`src/rtl/complement_seq_if.sv`:
```
// rtl/complement_seq_if.sv - operand/result bundle for the chunked complement unit
//
// Purpose: groups the request side (start/mode/data) and the response side
// (result/busy/done/ovf/zero) of complement_seq so a requester and the unit
// can be connected through one port.
//
// Signals (WIDTH = operand width):
//   start   requester -> unit  1      request, honoured only while busy=0
//   mode    requester -> unit  2      00 pass, 01 negate, 10 abs, 11 1's complement
//   data    requester -> unit  WIDTH  operand, captured together with start
//   result  unit -> requester  WIDTH  registered result of the last completed op
//   busy    unit -> requester  1      operation in progress
//   done    unit -> requester  1      one-cycle pulse when result/ovf/zero update
//   ovf     unit -> requester  1      negate/abs of the most negative value
//   zero    unit -> requester  1      result == 0
//
// Modports: master = requester, slave = complement_seq.
interface complement_seq_if #(
  parameter int WIDTH = 32
);
  logic             start;
  logic [1:0]       mode;
  logic [WIDTH-1:0] data;
  logic [WIDTH-1:0] result;
  logic             busy;
  logic             done;
  logic             ovf;
  logic             zero;

  modport master (
    output start, mode, data,
    input  result, busy, done, ovf, zero
  );

  modport slave (
    input  start, mode, data,
    output result, busy, done, ovf, zero
  );
endinterface

```
`src/rtl/complement_seq.sv`:
```
// rtl/complement_seq.sv - multi-cycle chunked 2's complement / sign manipulation unit
//
// Purpose: computes pass, negate, absolute value or 1's complement of a WIDTH-bit
// operand, CHUNK bits per clock, rippling the carry from chunk to chunk.
// One operation takes N = WIDTH/CHUNK RUN cycles followed by a one-cycle FIN
// state that pulses done; a new request may be accepted in FIN.
//
// Ports:
//   i_clk    in   1     clock, all state changes on the rising edge
//   i_reset  in   1     synchronous reset, active-high, aborts any operation
//   bus      slave      request/response bundle (see complement_seq_if)
//
// Parameters:
//   WIDTH  operand/result width, must be a multiple of CHUNK
//   CHUNK  bits processed per clock
module complement_seq #(
  parameter int WIDTH = 32,
  parameter int CHUNK = 8
) (
  input  logic                i_clk,
  input  logic                i_reset,
  complement_seq_if.slave     bus
);

  // A partial top chunk has no defined meaning for the carry ripple.
  if (WIDTH % CHUNK != 0) begin : g_cfg_error
    $error("complement_seq: WIDTH (%0d) must be a multiple of CHUNK (%0d)", WIDTH, CHUNK);
  end

  localparam int N    = WIDTH / CHUNK;
  localparam int IDXW = (N > 1) ? $clog2(N) : 1;

  localparam logic [IDXW-1:0]  LAST_IDX = IDXW'(N - 1);
  localparam logic [WIDTH-1:0] MIN_VAL  = {1'b1, {(WIDTH-1){1'b0}}};

  localparam logic [1:0] MODE_PASS = 2'b00;
  localparam logic [1:0] MODE_NEG  = 2'b01;
  localparam logic [1:0] MODE_ABS  = 2'b10;
  localparam logic [1:0] MODE_INV  = 2'b11;

  typedef enum logic [1:0] {
    S_IDLE = 2'd0,
    S_RUN  = 2'd1,
    S_FIN  = 2'd2
  } state_t;

  state_t           r_state;
  state_t           w_state_next;

  logic [IDXW-1:0]  r_idx;
  logic             r_carry;
  logic             r_inv;
  // Whether the captured operand is an overflow case; decided once at accept
  // so the operand register is free to be consumed chunk by chunk.
  logic             r_ovf_cand;
  // Operand shifts right by CHUNK each RUN cycle so the chunk in flight is
  // always at the bottom; the accumulator fills from the top in the same way,
  // which leaves chunk 0 at the bottom after N shifts.
  logic [WIDTH-1:0] r_opnd;
  logic [WIDTH-1:0] r_acc;

  logic [WIDTH-1:0] r_result;
  logic             r_busy;
  logic             r_done;
  logic             r_ovf;
  logic             r_zero;

  logic             w_accept;
  logic             w_last;
  logic             w_inv_in;
  logic             w_carry_in;
  logic             w_ovf_in;
  logic [CHUNK-1:0] w_chunk;
  logic [CHUNK:0]   w_sum;
  logic [WIDTH+CHUNK-1:0] w_cat;
  logic [WIDTH-1:0] w_acc_next;

  // Decode of the incoming request. Abs of a negative value is a negate;
  // abs of a non-negative value is a plain pass.
  always_comb begin
    w_inv_in   = 1'b0;
    w_carry_in = 1'b0;
    w_ovf_in   = 1'b0;
    case (bus.mode)
      MODE_PASS: begin
        w_inv_in   = 1'b0;
        w_carry_in = 1'b0;
      end
      MODE_NEG: begin
        w_inv_in   = 1'b1;
        w_carry_in = 1'b1;
        w_ovf_in   = (bus.data == MIN_VAL);
      end
      MODE_ABS: begin
        w_inv_in   = bus.data[WIDTH-1];
        w_carry_in = bus.data[WIDTH-1];
        w_ovf_in   = (bus.data == MIN_VAL);
      end
      MODE_INV: begin
        w_inv_in   = 1'b1;
        w_carry_in = 1'b0;
      end
      default: begin
        w_inv_in   = 1'b0;
        w_carry_in = 1'b0;
      end
    endcase
  end

  // Chunk datapath: one CHUNK+1 bit add per cycle, carry kept in r_carry.
  always_comb begin
    w_chunk    = r_inv ? ~r_opnd[CHUNK-1:0] : r_opnd[CHUNK-1:0];
    w_sum      = {1'b0, w_chunk} + {{CHUNK{1'b0}}, r_carry};
    w_cat      = {w_sum[CHUNK-1:0], r_acc};
    w_acc_next = w_cat[WIDTH+CHUNK-1:CHUNK];
  end

  // Next-state logic.
  always_comb begin
    w_state_next = r_state;
    w_accept     = 1'b0;
    w_last       = 1'b0;
    case (r_state)
      S_IDLE: begin
        if (bus.start) begin
          w_accept     = 1'b1;
          w_state_next = S_RUN;
        end
      end
      S_RUN: begin
        if (r_idx == LAST_IDX) begin
          w_last       = 1'b1;
          w_state_next = S_FIN;
        end
      end
      S_FIN: begin
        // Back-to-back accept: no IDLE cycle, done still lasts one cycle.
        if (bus.start) begin
          w_accept     = 1'b1;
          w_state_next = S_RUN;
        end else begin
          w_state_next = S_IDLE;
        end
      end
      default: begin
        w_state_next = S_IDLE;
      end
    endcase
  end

  // State register and datapath registers.
  always_ff @(posedge i_clk) begin
    if (i_reset) begin
      r_state    <= S_IDLE;
      r_idx      <= '0;
      r_carry    <= 1'b0;
      r_inv      <= 1'b0;
      r_ovf_cand <= 1'b0;
      r_opnd     <= '0;
      r_acc      <= '0;
      r_result   <= '0;
      r_busy     <= 1'b0;
      r_done     <= 1'b0;
      r_ovf      <= 1'b0;
      r_zero     <= 1'b0;
    end else begin
      r_state <= w_state_next;
      r_done  <= w_last;
      if (w_accept) begin
        r_opnd     <= bus.data;
        r_idx      <= '0;
        r_inv      <= w_inv_in;
        r_carry    <= w_carry_in;
        r_ovf_cand <= w_ovf_in;
        r_busy     <= 1'b1;
      end else if (r_state == S_RUN) begin
        r_opnd  <= r_opnd >> CHUNK;
        r_acc   <= w_acc_next;
        // Carry out of the top chunk is simply dropped on the next accept.
        r_carry <= w_sum[CHUNK];
        r_idx   <= r_idx + 1'b1;
        // Visible outputs change only on the final chunk, never mid-operation.
        if (w_last) begin
          r_result <= w_acc_next;
          r_zero   <= (w_acc_next == '0);
          r_ovf    <= r_ovf_cand;
          r_busy   <= 1'b0;
        end
      end
    end
  end

  assign bus.result = r_result;
  assign bus.busy   = r_busy;
  assign bus.done   = r_done;
  assign bus.ovf    = r_ovf;
  assign bus.zero   = r_zero;

endmodule

```
`src/flat_wrapper.sv`:
```
// flat-port wrapper written by rule: the top's interface ports become plain ports
module complement_seq_flat 
#(
  parameter int WIDTH = 32,
  parameter int CHUNK = 8
)
  (i_clk, i_reset, bus_start, bus_mode, bus_data, bus_result, bus_busy, bus_done, bus_ovf, bus_zero);
  complement_seq_if #(.WIDTH(WIDTH)) bus_i ();
  input  logic i_clk;
  input  logic i_reset;
  input wire logic [$bits(bus_i.start)-1:0] bus_start;
  input wire logic [$bits(bus_i.mode)-1:0] bus_mode;
  input wire logic [$bits(bus_i.data)-1:0] bus_data;
  output wire logic [$bits(bus_i.result)-1:0] bus_result;
  output wire logic [$bits(bus_i.busy)-1:0] bus_busy;
  output wire logic [$bits(bus_i.done)-1:0] bus_done;
  output wire logic [$bits(bus_i.ovf)-1:0] bus_ovf;
  output wire logic [$bits(bus_i.zero)-1:0] bus_zero;
  assign bus_i.start = bus_start;
  assign bus_i.mode = bus_mode;
  assign bus_i.data = bus_data;
  assign bus_result = bus_i.result;
  assign bus_busy = bus_i.busy;
  assign bus_done = bus_i.done;
  assign bus_ovf = bus_i.ovf;
  assign bus_zero = bus_i.zero;
  complement_seq #(.WIDTH(WIDTH), .CHUNK(CHUNK)) u_core (.i_clk(i_clk), .i_reset(i_reset), .bus(bus_i));
endmodule
```
`config.mk`:
```
export PLATFORM = sky130hd
export DESIGN_NAME = complement_seq_flat
export DESIGN_NICKNAME = d
export VERILOG_FILES = /design/src/rtl/complement_seq_if.sv /design/src/rtl/complement_seq.sv /design/src/flat_wrapper.sv
export SDC_FILE = /design/constraint.sdc
export NUM_CORES = 1
export LEC_CHECK = 0
export ABC_AREA = 1
export CORE_UTILIZATION = 42
export DETAILED_ROUTE_END_ITERATION = 10
export PLACE_DENSITY = 0.68
export SKIP_CTS_REPAIR_TIMING = 1
export SYNTH_ARGS = -nofsm -noshare
export SYNTH_HDL_FRONTEND = slang
export SYNTH_SLANG_ARGS = --single-unit
```
`constraint.sdc`:
```
create_clock -name i_clk -period 3.9 [get_ports i_clk]
set_input_delay 0.78 -clock i_clk [delete_from_list [all_inputs] [get_ports i_clk]]
set_output_delay 0.78 -clock i_clk [all_outputs]
set_load 0.01 [all_outputs]
```
; ---- Word level (Yosys, flattened, before mapping)
; Index checks and enable logic that the tools add are counted.
[word_totals]
reg_bits = 107
in_bits = 37
word_cells = 58
[op_classes]
n_addsub = 2
n_eq_ne = 9
muxes = 19
bitwise = 2
n_reduce_logical = 14
[op_table]
columns = op, count
row1 = 2-to-1 mux 32 bit, 2
row2 = == test 32 bit (second input constant), 1
row3 = zero test 32 bit, 1
row4 = 2-to-1 mux 1 bit, 11
row5 = OR reduction 2 bit, 5
row6 = adder 8 x 1 -> 9 bit, 1
row7 = == test 2 bit (second input constant), 4
row8 = 2-to-1 mux 8 bit, 1
row9 = inverter 8 bit, 1
row10 = case mux 1 bit (3 select lines), 2
row11 = case mux 2 bit (3 select lines), 1
row12 = AND reduction 2 bit, 3
row13 = == test 2 x 1 -> 1 bit (second input constant), 2
row14 = zero test 2 bit, 2
row15 = 2-to-1 mux 2 bit, 2
row16 = nonzero test 2 bit, 2
row17 = AND reduction 3 bit, 1
row18 = adder 2 x 1 -> 2 bit (second input constant), 1
row19 = != test 2 x 1 -> 1 bit (second input constant), 1
row20 = != test 2 bit (second input constant), 1
row21 = inverter 1 bit, 1

; ---- Longest topological paths before layout
[depth]
word_depth = 6
depth_mapped = 13

; ---- Least setup slack after synthesis
; OpenSTA, ideal clock, no wires.
[synth_timing]
kind = register -> register
startpoint = reg u_core.r_inv
endpoint = reg u_core.r_zero, in the netlist u_core.bus.zero
arrival_ns = 1.666
setup_slack_ns = 2.167
stages_incl_launch_ff = 10
path_buffers = 1
synth_period_minus_slack_ns = 1.733
path_cell_list = dfxtp_1 buf_4 xor2_1 ha_1 ha_1 nor4_1 nand3_1 nor2_2 nand3_1 a21oi_2
[synth_via]
elab_chain_cells = 3
[synth_lines]
columns = element, line_no
row1 = from (decl), complement_seq.sv:52  ; logic r_inv;
row2 = from (signal assigned), complement_seq.sv:172  ; r_inv <= w_inv_in;
row3 = 2-to-1 mux 8 bit, complement_seq.sv:112  ; w_chunk = r_inv ? ~r_opnd[CHUNK-1:0] : r_opnd[CHUNK-1:0];
row4 = adder 8 x 1 -> 9 bit, complement_seq.sv:113  ; w_sum = {1'b0, w_chunk} + {{CHUNK{1'b0}}, r_carry};
row5 = named net u_core.w_sum[1], complement_seq.sv:74  ; logic [CHUNK:0] w_sum;
row6 = zero test 32 bit, complement_seq.sv:185  ; r_zero <= (w_acc_next == '0);
row7 = to (signal assigned), complement_seq.sv:185
row8 = to (decl), complement_seq.sv:66  ; logic r_zero;
; The timed path passes the listed nets, and every way through them passes these cells.
; A chain may end at the register's enable or synchronous reset.

; ---- Worst setup path in the final report
[layout_timing]
startpoint = in bus_start
endpoint = reg u_core.r_opnd[23]
[layout_via]
elab_chain_cells = 3
elab_cells_between_ends = 4
cone_classes = mux (3) / reduce/logical (1)
[layout_lines]
columns = element, line_no
row1 = from (decl), flat_wrapper.sv:11  ; input wire logic [$bits(bus_i.start)-1:0] bus_start;
row2 = 2-to-1 mux 1 bit (*), "complement_seq.sv:125, complement_seq.sv:138"
row3 = 2-to-1 mux 1 bit (*), --
row4 = 2-to-1 mux 32 bit / nonzero test 2 bit (equally long branches), --
row5 = to (signal assigned), complement_seq.sv:170  ; r_opnd <= bus.data;
row6 = to (signal assigned), complement_seq.sv:177  ; r_opnd <= r_opnd >> CHUNK;
row7 = to (decl), complement_seq.sv:59  ; logic [WIDTH-1:0] r_opnd;
; Every way passes the cells marked *; elsewhere a longest branch is shown, timed or not.

==> out/metrics.yaml <==
power_and_ir_drop:
  power_frac_seq_pct: 52.9
  ir_drop_uv: 153
  power.share.switching_pct: 28.3
  p_sw_uw: 585
  p_clk_share_pct: 34.3
  intPower_uw: 1490
  power_leakage_uw: 0.00207
  combPwrFrac_pct: 12.8
  powerDensity_mw_per_mm2: 396
grt:
  gr-usage-all-layers_pct: 20.9
  grt_max_degree: 62
  grt_overflow: 0
  grt_pass1_wl_um: 16800
  antenna_found_initial: 0
  first_global_vias: 3480
die:
  pin_count: 73
  core_sq_mm: 0.00977
  die_area_sq_mm: 0.0105
  num_rows: 36
  start_util_pct: 43.4
  die_y_um: 103
  die_w_um: 103
setup_path:
  path_class: "primary input to register"
  required_ns: 4.20
  cp-end-kind: "register"
  critPathLaunchType: "primary input"
  critPathArrivalTime_ns: 2.58
  path_delay_family: "buffers and inverters"
  critPathBufInv: 2
  slowest_stage: "inv_1"
  worstPathMaxFanout: 29
  worstPathCellList: "clkdlybuf4s50_1 -> nand2_1 -> inv_1 -> nand2_1 -> a31oi_1"
  cp_common_cell: "nand2_1"
  slowest_delay_ns: 0.73
yosys:
  synth_compound_area_share_pct: 15.3
  synth_area_leaders: "dfxtp_1, nand2_1, a21oi_1"
  syn-instance-count: 574
  async_reset_ff_share_pct: 0
  synthXorXnorAreaFrac_pct: 0.412
  synth_edf_count: 0
  muxShareOfSynthArea_pct: 0
  ys.flop_type: "dfxtp_1"
  synth-seq-cells: 99
  yosysSeqAreaShare_pct: 46.7
  netlist.area_leader.share_pct: 46.7
  synth-simple-area-share_pct: 27.1
  synth_top_area_cell: "dfxtp_1"
  syn-num-nets: 619
  synthAdderAreaFrac_pct: 2.36
  syn_area_per_cell_sq_um: 7.40
  synth_top_family_by_area: "simple AND/OR/NAND/NOR gates"
  synth_warnings: 0
  synth_area_sq_mm: 0.00425
  synth_cell_types: 33
clock_network:
  cts.path.max_buffers: 2
  clk_latency_ns: 0.37
  clkTransAtPathRegs_ns: 0.10
  cts-buffers-inserted: 9
  cts_sinks: 99
  cts_root_buf: "clkbuf_8"
  cts_tree: "yes"
  cts.htree.levels: 3
timing:
  hold_viol: 0
  fin_skew_ns: 0.0109
  fmax_mhz: 439
  rsz0062_at_grt: "false"
  slew_violations: 0
  fin_crit_ns: 2.28
  finalSetupTns_ns: 0
  worst_slew_pin_slew_ns: 0.833
  relSlewSlack_pct: 44.4
  setup_violations: 0
  min_period_over_period_pct: 58.4
place:
  hpwl_um: 7070
  gp_congestion: 0.833
  port_buffers: 72
layout:
  drive_gt1_share_pct: 7.75
  multiInputGateArea_sq_mm: 0.00192
  nFillCells: 964
  regArea_sq_mm: 0.00198
  fin_util_pct: 53.6
  syn_to_final_growth_pct: 23.3
  final_nets: 672
  diodes: 0
route:
  drt-wirelength-per-cell_um: 13.1
  dr.pass1.iters: 4
  routed_via_density: 5.00
  ant_nets: 0
  routed_wl_um: 10000
  route.detailed.drc: 0
  num_vias: 3823
  initialDrtViolationCount: 193
worst_hold_path:
  hold_class: "register to register"
run:
  max_cap_violations: 0
status:
  outcome: "complete, no violations"
[sequential cells by signal, summed over array words and instances (netlist names)]
register and flops:
u_core.r_opnd 32, u_core.r_state 2, u_core.r_carry 1, u_core.bus.result 32
u_core.r_idx 2, u_core.bus.busy 1, u_core.bus.zero 1, u_core.bus.done 1
u_core.r_ovf_cand 1, u_core.r_acc 24, u_core.bus.ovf 1, u_core.r_inv 1
[synthesized netlist by cell type (3+ instances only)]
cell and number:
inv_1 48, nor2_2 3, a221oi_1 4, nand3_1 37, ha_1 8, nor4_1 7
dfxtp_1 99, inv_2 4, a31oi_1 22, a21oi_1 49, o21ai_0 37, nor2_4 3
nand2_2 11, nor2_1 25, nand4_1 3, nand2_1 158, buf_2 4, clkbuf_1 26
nand3_2 4, nor3_1 4
[power by group through the flow]
stage | combinational [uW] | sequential [uW] | clock [uW]
3_3_place_gp | 260 | 1120 | 0
4_1_cts | 265 | 1090 | 726
6_report | 265 | 1100 | 711
5_1_grt | 298 | 1100 | 767
2_1_floorplan | 183 | 1110 | 0
3_5_place_dp | 264 | 1120 | 0
[final timing paths]
path / startpoint / endpoint / slack (ns) / cells past startpoint
min: u_core.r_opnd[29] / u_core.r_opnd[29] / 0.47 / 2
max reg2reg: u_core.r_inv / u_core.bus.zero / 1.70 / 11
min reg2reg: u_core.r_opnd[29] / u_core.r_opnd[29] / 0.47 / 2
max: bus_start / u_core.r_opnd[23] / 1.62 / 5
[placed cells by master (no fill, tap or decap), types with 5 or more instances in the layout]
cell	netlist	final
dfxtp_1	99	99
nand3_1	37	37
a31oi_1	22	22
clkbuf_8	0	10
inv_1	48	48
buf_4	2	5
nor4_1	7	7
clkdlybuf4s50_1	0	71
o21ai_0	37	37
nand2_2	11	11
nand2_1	158	158
ha_1	8	8
a21oi_1	49	49
nor2_1	25	25
[layout make-up]
type / instances / area share, %
Clock buffer: 10 / 2.63
Clock inverter: 6 / 1.48
Inverter: 52 / 3.73
Multi-Input combinational cell: 388 / 36.7
Sequential cell: 99 / 37.9
Tap cell: 133 / 3.18
Timing Repair Buffer: 77 / 14.4
[per-stage QoR]
stage / total power (uW) / instance area [sq um] / setup slack, ns / hold WS (ns) / std cells
after floorplan: 1290 / 4250 / 2.17 / 0.441 / 574
after global placement: 1380 / 5020 / 1.34 / 0.451 / 749
after detailed placement: 1380 / 5020 / 1.21 / 0.454 / 749
after CTS: 2090 / 5240 / 1.62 / 0.469 / 765
after global routing: 2170 / 5240 / 1.45 / 0.479 / 765
final: 2070 / 5240 / 1.62 / 0.471 / 765
[cell families after synthesis]
logic type               after synthesis
AND/OR/NAND/NOR                      259
AO/OA/AOI/OAI                        119
flip-flops                            99
buffers and inverters                 87
adder cells (fa/ha/maj)                8
XOR/XNOR                               2
[worst register-to-register path, delay by kind of cell (launching register included)]
family	cells	cell delay, ns
adder cells (fa/ha/maj)	2	0.38
XOR/XNOR	1	0.30
AND/OR/NAND/NOR	6	0.62
buffers and inverters	1	0.09
AO/OA/AOI/OAI	1	0.13
flip-flops	1	0.65
[routing by layer]
layer	GRT usage, %	vias to the layer above	part of all wire [%]
met5	0	-	0
met4	7.36	0	0.88
met3	4.27	6	5.3
met2	32.7	102	46
met1	28.5	1730	48
li1	-	1985	-
(Power assumes the default switching activity.)
